File: config.mk
export PLATFORM = sky130hd
export DESIGN_NAME = pipe_stage_buffer
export DESIGN_NICKNAME = d
export VERILOG_FILES = /design/src/rtl/pipe_stage_buffer.sv
export SDC_FILE = /design/constraint.sdc
export NUM_CORES = 1
export LEC_CHECK = 0
export BUFFER_PORTS_ARGS = -buffer_cell sky130_fd_sc_hd__buf_2
export CORE_MARGIN = 5
export CORE_UTILIZATION = 25
export CTS_CLUSTER_SIZE = 12
export DETAILED_ROUTE_END_ITERATION = 10
export HOLD_SLACK_MARGIN = 0.15
export MAX_ROUTING_LAYER = met4
export PLACE_DENSITY = 0.46
export SYNTH_ARGS = -nofsm -noshare
export SYNTH_HDL_FRONTEND = slang
export SYNTH_SLANG_ARGS = --single-unit
File: constraint.sdc
create_clock -name clk -period 16.45 [get_ports clk]
set_clock_uncertainty 0.05 [all_clocks]
set_input_delay 4.1125 -clock clk [delete_from_list [all_inputs] [get_ports clk]]
set_output_delay 4.1125 -clock clk [all_outputs]
set_load 0.01 [all_outputs]
File: src/rtl/pipe_stage_buffer.sv
// Pipeline-stage register carrying NUM_DATA data words, a register-file write
// address and a control vector between two stages. It has a valid/ready
// handshake, an optional skid entry (SKID=1) that keeps o_ready registered,
// and a synchronous flush. Control bits are gated to zero on bubbles.
module pipe_stage_buffer #(
   parameter int unsigned DATA_W   = 32,
   parameter int unsigned NUM_DATA = 2,
   parameter int unsigned ADDR_W   = 5,
   parameter int unsigned CTRL_W   = 2,
   parameter int unsigned SKID     = 1
) (
   input  logic                       clk,
   input  logic                       rst,
   input  logic                       i_flush,
   input  logic                       i_valid,
   output logic                       o_ready,
   input  logic [NUM_DATA*DATA_W-1:0] i_data,
   input  logic [ADDR_W-1:0]          i_wr_addr,
   input  logic [CTRL_W-1:0]          i_ctrl,
   output logic                       o_valid,
   input  logic                       i_ready,
   output logic [NUM_DATA*DATA_W-1:0] o_data,
   output logic [ADDR_W-1:0]          o_wr_addr,
   output logic [CTRL_W-1:0]          o_ctrl
);

   localparam int unsigned DW = NUM_DATA * DATA_W;
   // Packed payload: {data, wr_addr, ctrl}
   localparam int unsigned PW = DW + ADDR_W + CTRL_W;

   logic [PW-1:0] in_pld;
   logic          main_valid_q, main_valid_d;
   logic [PW-1:0] main_pld_q, main_pld_d;
   logic          ready;

   assign in_pld = {i_data, i_wr_addr, i_ctrl};

   generate
      if (SKID != 0) begin : g_skid
         logic          skid_valid_q, skid_valid_d;
         logic [PW-1:0] skid_pld_q, skid_pld_d;

         // Next-state for main and skid entries; flush wins over every transfer
         always_comb begin
            main_valid_d = main_valid_q;
            main_pld_d   = main_pld_q;
            skid_valid_d = skid_valid_q;
            skid_pld_d   = skid_pld_q;
            if (i_flush) begin
               main_valid_d = 1'b0;
               skid_valid_d = 1'b0;
            end else if (skid_valid_q) begin
               // Upstream is stalled here; only drain skid into main
               if (i_ready) begin
                  main_pld_d   = skid_pld_q;
                  skid_valid_d = 1'b0;
               end
            end else if (main_valid_q) begin
               if (i_ready) begin
                  main_valid_d = i_valid;
                  if (i_valid) begin
                     main_pld_d = in_pld;
                  end
               end else if (i_valid) begin
                  skid_valid_d = 1'b1;
                  skid_pld_d   = in_pld;
               end
            end else if (i_valid) begin
               main_valid_d = 1'b1;
               main_pld_d   = in_pld;
            end
         end

         // Skid entry state
         always_ff @(posedge clk or posedge rst) begin
            if (rst) begin
               skid_valid_q <= 1'b0;
               skid_pld_q   <= '0;
            end else begin
               skid_valid_q <= skid_valid_d;
               skid_pld_q   <= skid_pld_d;
            end
         end

         // Ready depends only on a flop, so no combinational path from i_ready
         assign ready = ~skid_valid_q;
      end else begin : g_noskid
         logic load;

         assign ready = i_ready | ~main_valid_q;
         assign load  = i_valid & ready;

         // Single-entry next-state; flush discards the incoming entry
         always_comb begin
            main_valid_d = main_valid_q;
            main_pld_d   = main_pld_q;
            if (i_flush) begin
               main_valid_d = 1'b0;
            end else if (load) begin
               main_valid_d = 1'b1;
               main_pld_d   = in_pld;
            end else if (i_ready) begin
               main_valid_d = 1'b0;
            end
         end
      end
   endgenerate

   // Main entry state; payload is only cleared by reset
   always_ff @(posedge clk or posedge rst) begin
      if (rst) begin
         main_valid_q <= 1'b0;
         main_pld_q   <= '0;
      end else begin
         main_valid_q <= main_valid_d;
         main_pld_q   <= main_pld_d;
      end
   end

   assign o_ready   = ready;
   assign o_valid   = main_valid_q;
   assign o_data    = main_pld_q[PW-1 -: DW];
   assign o_wr_addr = main_pld_q[CTRL_W +: ADDR_W];
   // Bubbles must never assert write enables downstream
   assign o_ctrl    = main_pld_q[CTRL_W-1:0] & {CTRL_W{main_valid_q}};

endmodule

==> summary.txt, run 1 <==
Run status
  – Status: finished clean

Clocking
  – Clock sinks: 144
  – Clock tree buffer depth: 2
  – Clock root cell: clkbuf_16
  – CTS Buf Count: 17
  – Reg clk slew, reported paths: 0.06 ns
  – # hold bufs at CTS: 0
  – CTS HTree Levels: 4
  – Clk_lat worst skew: 0.41 ns
  – Postcts setup bufs: 0
  – TritonCTS clock tree: yes
  – Post-cts resize count: 0

Critical path
  – Critical Path RT: 12.29 ns
  – Endpoint class of the critical path: output port
  – Worst r2r src: g_skid.skid_valid_q
  – Setup CP Type: flop to output port
  – Startpoint types: flop
  – R2R Path End: main_pld_q[20]
  – CP delay by family, top: flip-flops
  – Cells on worst reg2reg path: 4
  – Critical-path cell list: inv_1 > buf_2
  – CP max stage delay: 0.76 ns
  – Data arrival, critical path: 1.48 ns
  – Crit path buf inv count: 2
  – R2R setup slack: 13.70 ns
  – Max FO, Critical Path: 38
  – CP max stage cell: dfrtp_4

Floorplanning
  – Core ar.: 0.02680 mm2
  – Starting Density: 25.19%
  – Die Y: 174.3 um
  – Die ar.: 0.03039 mm2
  – Rows: 60
  – Die Wd: 174.3 um
  – Boundary Pins: 149

Route
  – Met1 wire length: 5817 um
  – DRT iter0 DRCs: 77
  – Routed via count: 3743
  – Highest routing layer actually used: met4
  – WL final: 13990 um
  – Antenna viol nets, final: 0
  – Met3 wire len: 793 um
  – Number of remaining DRC errors: 0
  – Routed length per placed instance: 15.56 um
  – Via density: 4.164
  – Met2 wire len: 7204 um
  – DR pass1 iterations: 3

Finish
  – Core Util, Final: 29.51%
  – Layout area overhead: 17.14%
  – Multi-input combinational cell area: 0.002475 mm2
  – Final nets: 620
  – Flip-flop and latch area: 0.003607 mm2
  – Fill cell count: 2715
  – Share of cells above drive strength 1: 70.74%
  – Final instance area: 0.007909 mm2

Timing
  – RSZ-0062 raised after global routing: false
  – Max Slew Vio Count: 0
  – Min cycle time layout: 5.645 ns
  – Fmax: 177.1 MHz
  – Slew @ Worst Pin: 1.054 ns
  – TNS Setup: 0 ns
  – Hold Vio Cnt, Final: 0
  – WHS: 0.4389 ns
  – # setup viols final: 0
  – Slew headroom: 29.76%
  – Period utilization: 34.32%

Synth
  – Async set-or-reset flop fraction in the synthesized netlist: 100.0%
  – Synth top area share: 53.37%
  – Area contributors post-synth: dfrtp_1 53%, mux2_2 35%, buf_4 7.7%
  – Area leader, netlist: dfrtp_1
  – Register area share after synthesis: 53.37%
  – Count leader, synth: mux2_2
  – Avg Cell Area, Syn: 14.58 um2
  – Synth Flop Type: dfrtp_1
  – Syn nets: 539
  – Synth cell count leaders: 208 x mux2_2, 144 x dfrtp_1, 69 x buf_4, 8 x clkbuf_1
  – FF+latch count, synth: 144
  – Post-synth EDFFs: 0
  – Netlist cell types: 17
  – Yosys warning total: 0
  – Mapped Area: 0.006751 mm2
  – Cells after synthesis: 463

Power
  – Leak pwr: 3.537 nW
  – Peak VDD IR: 67.11 uV
  – Pwr Density: 132.4 mW/mm2
  – Total power: 1.047 mW

Global route
  – Initial antenna violation count: 1
  – Pin count of the biggest net entering global routing: 86
  – Vias in the first global route: 4300
  – Grt ovf: 0
  – GRT Overall Usage: 9.836%
  – First-pass GRT wire length: 23270 um

Place
  – Number of port buffers: 148
  – HPWL after DPL: 8995 um
  – Placer Congestion: 0.7026
  – Placed Area: 0.007303 mm2

Worst hold path
  – Hold Path End: main_pld_q[45]
  – Hold path depth: 1
  – Worst hold path class: flop to flop
  – Hold Startpoint: main_pld_q[45]

Run
  – Max Cap Viol: 0
[worst reg2reg max path, delay by kind of cell, from the launching register on]
family | cells | cell delay, ns
mux | 1 | 0.50
flops | 1 | 0.68
buf+inv | 1 | 0.81
simple gates | 1 | 0.35
compound gates | 1 | 0.23
[registers in the layout (all words and copies together), names as in the netlist]
name	flops
g_skid.skid_pld_q	71
o_valid	1
main_pld_q	71
g_skid.skid_valid_q	1
[routing by layer]
metal,GRT usage (%),vias to the layer above
li1,-,1718
met1,10.79,1928
met2,17.03,87
met3,3.610,10
met4,2.342,0
met5,-,-
[power breakdown]
part           switching, mW  internal [mW]
Clock                  0.155          0.244
Combinational         0.0731          0.102
Sequential            0.0387          0.435
Total                  0.267          0.781
[layout by cell type (no fill, tap or decap), drive strengths merged, types with 2 or more instances in the layout]
master  count
mux2      213
clkinv      5
nor2        2
bufinv      3
dfrtp     144
a21oi       2
and2        2
clkbuf     20
inv         6
buf       153
[per-stage QoR]
stage | cells | setup WS (ns)
after global routing | 899 | 10.65
after detailed placement | 866 | 10.41
after floorplan | 463 | 8.421
after global placement | 866 | 10.45
after CTS | 898 | 10.72
final | 899 | 10.80
[how the worst max path moves through the flow]
stage,from,endpoint,depth (start not counted)
floorplan,rst,g_skid.skid_pld_q[0],1
global placement,i_valid,main_pld_q[20],5
detailed placement,i_valid,main_pld_q[20],5
CTS,g_skid.skid_valid_q,o_ready,2
global route,g_skid.skid_valid_q,o_ready,2
finish,g_skid.skid_valid_q,o_ready,2
[area by class of cell]
class | count | share of cell area [%]
antenna | 1 | 0.03164
clock buffer | 20 | 5.648
clock inverter | 12 | 1.978
inverter | 3 | 0.2057
multi-input combinational | 225 | 31.29
sequential | 144 | 45.61
tap | 341 | 5.395
timing repair buffer | 153 | 9.840
[logic make-up after synthesis]
logic type	after synthesis	share of synthesized area (%)
buf+inv	94	9.970
compound gates	4	0.5188
simple gates	8	0.6116
flops	144	53.37
mux	213	35.53
No activity file was read; power rests on OpenSTA's default activity.
==> inputs of run 2 (changes only) <==
PLACE_DENSITY = 0.47   (was 0.46)
clock period = 4.7 ns   (was 16.45 ns; I/O delays follow)
==> run 2 against run 1 <==
Net effect:
- die area unchanged
- critical path depth did not move
- register-to-register slack lost 12 ns
- non-clock buffer count rose by 2
- via count shrank 0.24%
- first-iteration DRC count is 55% higher
- total power grew to 3.6 times the previous value
- sequential share of layout area fell by 0.34 points
- sequential cell count unchanged
- combinational power rose to 3.5 times the previous value
- largest cell class unchanged
- largest power group unchanged
==> summary.txt, run 2 (synthesis gave the netlist of run 1 again) <==
Finish
  – Most common cell after layout, fill and taps aside: mux2_2
  – Layout area overhead: 18.01%
  – Core Util, Final: 29.73% (+0.22 points)
  – Most frequent cells in the layout: 208 x mux2_2, 148 x buf_2, 143 x dfrtp_1
  – Share of cells above drive strength 1: 71.15% (+0.41 points)
  – Largest registers: g_skid.skid_pld_q (71), main_pld_q (71)
  – Fill cell count: 2699 (-0.59%)
  – Final nets: 622 (+0.32%)

Place
  – Placer Congestion: 0.7066 (+0.57%)
  – HPWL after DPL: 9148 um (+1.7%)
  – Number of port buffers: 148 (unchanged)
  – Worst slack at placement: 1.830 ns (-8.584 ns)

Global route
  – Grt ovf: 0 (unchanged)
  – Vias in the first global route: 4272 (-0.65%)
  – Top Usage Layer GRT: met2
  – M1 GR Usage: 10.90% (+0.11 points)
  – Pin count of the biggest net entering global routing: 76 (-12%)
  – First-pass GRT wire length: 22630 um (-2.7%)
  – Initial antenna violation count: 1 (unchanged)
  – GR Layer Usage met2: 16.43% (-0.60 points)
  – Met3 usage: 2.458% (-1.2 points)
  – GRT Overall Usage: 9.567% (-0.27 points)

Clocking
  – Clock root cell: clkbuf_16
  – TritonCTS clock tree: yes
  – Reg clk slew, reported paths: 0.06 ns (about the same)
  – Clk_lat worst skew: 0.41 ns (about the same)
  – Clock sinks: 144 (unchanged)
  – CTS Buf Count: 17 (unchanged)
  – Clock tree buffer depth: 2 (unchanged)
  – # hold bufs at CTS: 0 (unchanged)
  – Postcts setup bufs: 0 (unchanged)
  – Post-cts resize count: 0 (unchanged)
  – CTS HTree Levels: 4 (unchanged)

Critical path
  – Data arrival, critical path: 1.56 ns (+0.08 ns)
  – Crit. Startpoint: g_skid.skid_valid_q
  – Worst Setup EP: o_ready
  – Critical Path RT: 3.47 ns (-8.82 ns)
  – Worst r2r src: g_skid.skid_valid_q
  – Cells on worst reg2reg path: 4 (unchanged)
  – Startpoint types: flop
  – Setup CP Type: flop to output port
  – R2R setup slack: 2.14 ns (-11.56 ns)
  – R2R Path End: main_pld_q[34]
  – Endpoint class of the critical path: output port
  – Max FO, Critical Path: 42 (+11%)

Timing
  – Hold Vio Cnt, Final: 0 (unchanged)
  – # setup viols final: 0 (unchanged)
  – Period utilization: 59.19%
  – RSZ-0062 raised after global routing: false
  – Fmax: 359.5 MHz
  – Final WS setup: 1.918 ns (-8.886 ns)
  – Slew @ Worst Pin: 0.9761 ns (-0.07741 ns)
  – Max Slew Vio Count: 0 (unchanged)
  – Min cycle time layout: 2.782 ns
  – TNS Setup: 0 ns (unchanged)
  – WHS: 0.4491 ns (+0.01020 ns)
  – Slew headroom: 34.93% (+5.2 points)

Route
  – Via density: 4.149 (-0.35%)
  – DR pass1 iterations: 4 (+1)
  – Antenna viol nets, final: 0 (unchanged)
  – Number of remaining DRC errors: 0 (unchanged)
  – Routed length per placed instance: 15.43 um (-0.79%)
  – DRT iter0 DRCs: 119 (+55%)
  – Routed via count: 3734 (-0.24%)
  – WL final: 13890 um (-0.68%)

Run
  – Max Cap Viol: 0 (unchanged)

Power
  – Total power: 3.770 mW (+260%)
  – Leak pwr: 3.568 nW (+0.87%)
  – Peak VDD IR: 214.0 uV (+220%)
  – Pwr Density: 473.2 mW/mm2 (+260%)

Worst hold path
  – Worst hold path class: flop to flop
  – Hold Startpoint: g_skid.skid_pld_q[47]

Floorplanning
  – Die Y: 174.3 um (unchanged)
  – Boundary Pins: 149 (unchanged)
  – Rows: 60 (unchanged)
  – Die Wd: 174.3 um (unchanged)
  – Core ar.: 0.02680 mm2 (unchanged)
  – Starting Density: 25.19% (unchanged)
  – Die ar.: 0.03039 mm2 (unchanged)

Run status
  – Status: finished clean
==> run 2: cell types whose count changed in the layout (fill, tap and decap cells not counted) <==
cell and change:
buf_4 +2, bufinv_16 +2, clkbuf_1 -2, inv_6 -2
clkinv_4 +1
==> run 2: cell type report <==
cell class | count | area, um2 | share of cell area [%]
Sequential cell | 144 | 3607 | 45.27
Multi-Input combinational cell | 225 | 2475 | 31.06
Timing Repair Buffer | 155 | 793.3 | 9.956
Clock buffer | 18 | 439.2 | 5.512
Tap cell | 341 | 426.7 | 5.355
Clock inverter | 13 | 209.0 | 2.622
Inverter | 3 | 15.01 | 0.1884
Antenna cell | 1 | 2.502 | 0.03141
==> run 2: worst max-delay path, cell delays in order, from the launching register on <==
cell and delay, ns:
dfrtp_4 0.82, inv_1 0.15, buf_2 0.18
==> run 2: how the worst min path moves through the flow <==
stage | end | slack [ns] | cells past startpoint
after detailed placement | g_skid.skid_pld_q[7] | 0.44 | 1
after global routing | g_skid.skid_pld_q[65] | 0.46 | 1
after CTS | g_skid.skid_pld_q[7] | 0.45 | 1
final | g_skid.skid_pld_q[47] | 0.45 | 1
after floorplan | main_pld_q[45] | 0.41 | 1
after global placement | g_skid.skid_pld_q[10] | 0.43 | 1
==> run 2: metal layers <==
| metal | share of wire [%] | routed length (um) |
|---|---|---|
| met1 | 42 | 5846 |
| met3 | 4.0 | 556 |
| met5 | 0 | 0 |
| met2 | 53 | 7300 |
| met4 | 1.3 | 187 |
==> run 2: where the power goes <==
group,leakage (nW),switching [mW],internal (mW)
clock network,0.321,0.545,0.957
logic,1.52,0.255,0.357
registers,1.73,0.134,1.52
==> run 2: metrics by stage <==
stage / cell area (um2) / std cells
global route: 7968 / 900
global placement: 7317 / 868
CTS: 7965 / 899
finish: 7968 / 900
detailed placement: 7317 / 868
floorplan: 6755 / 463
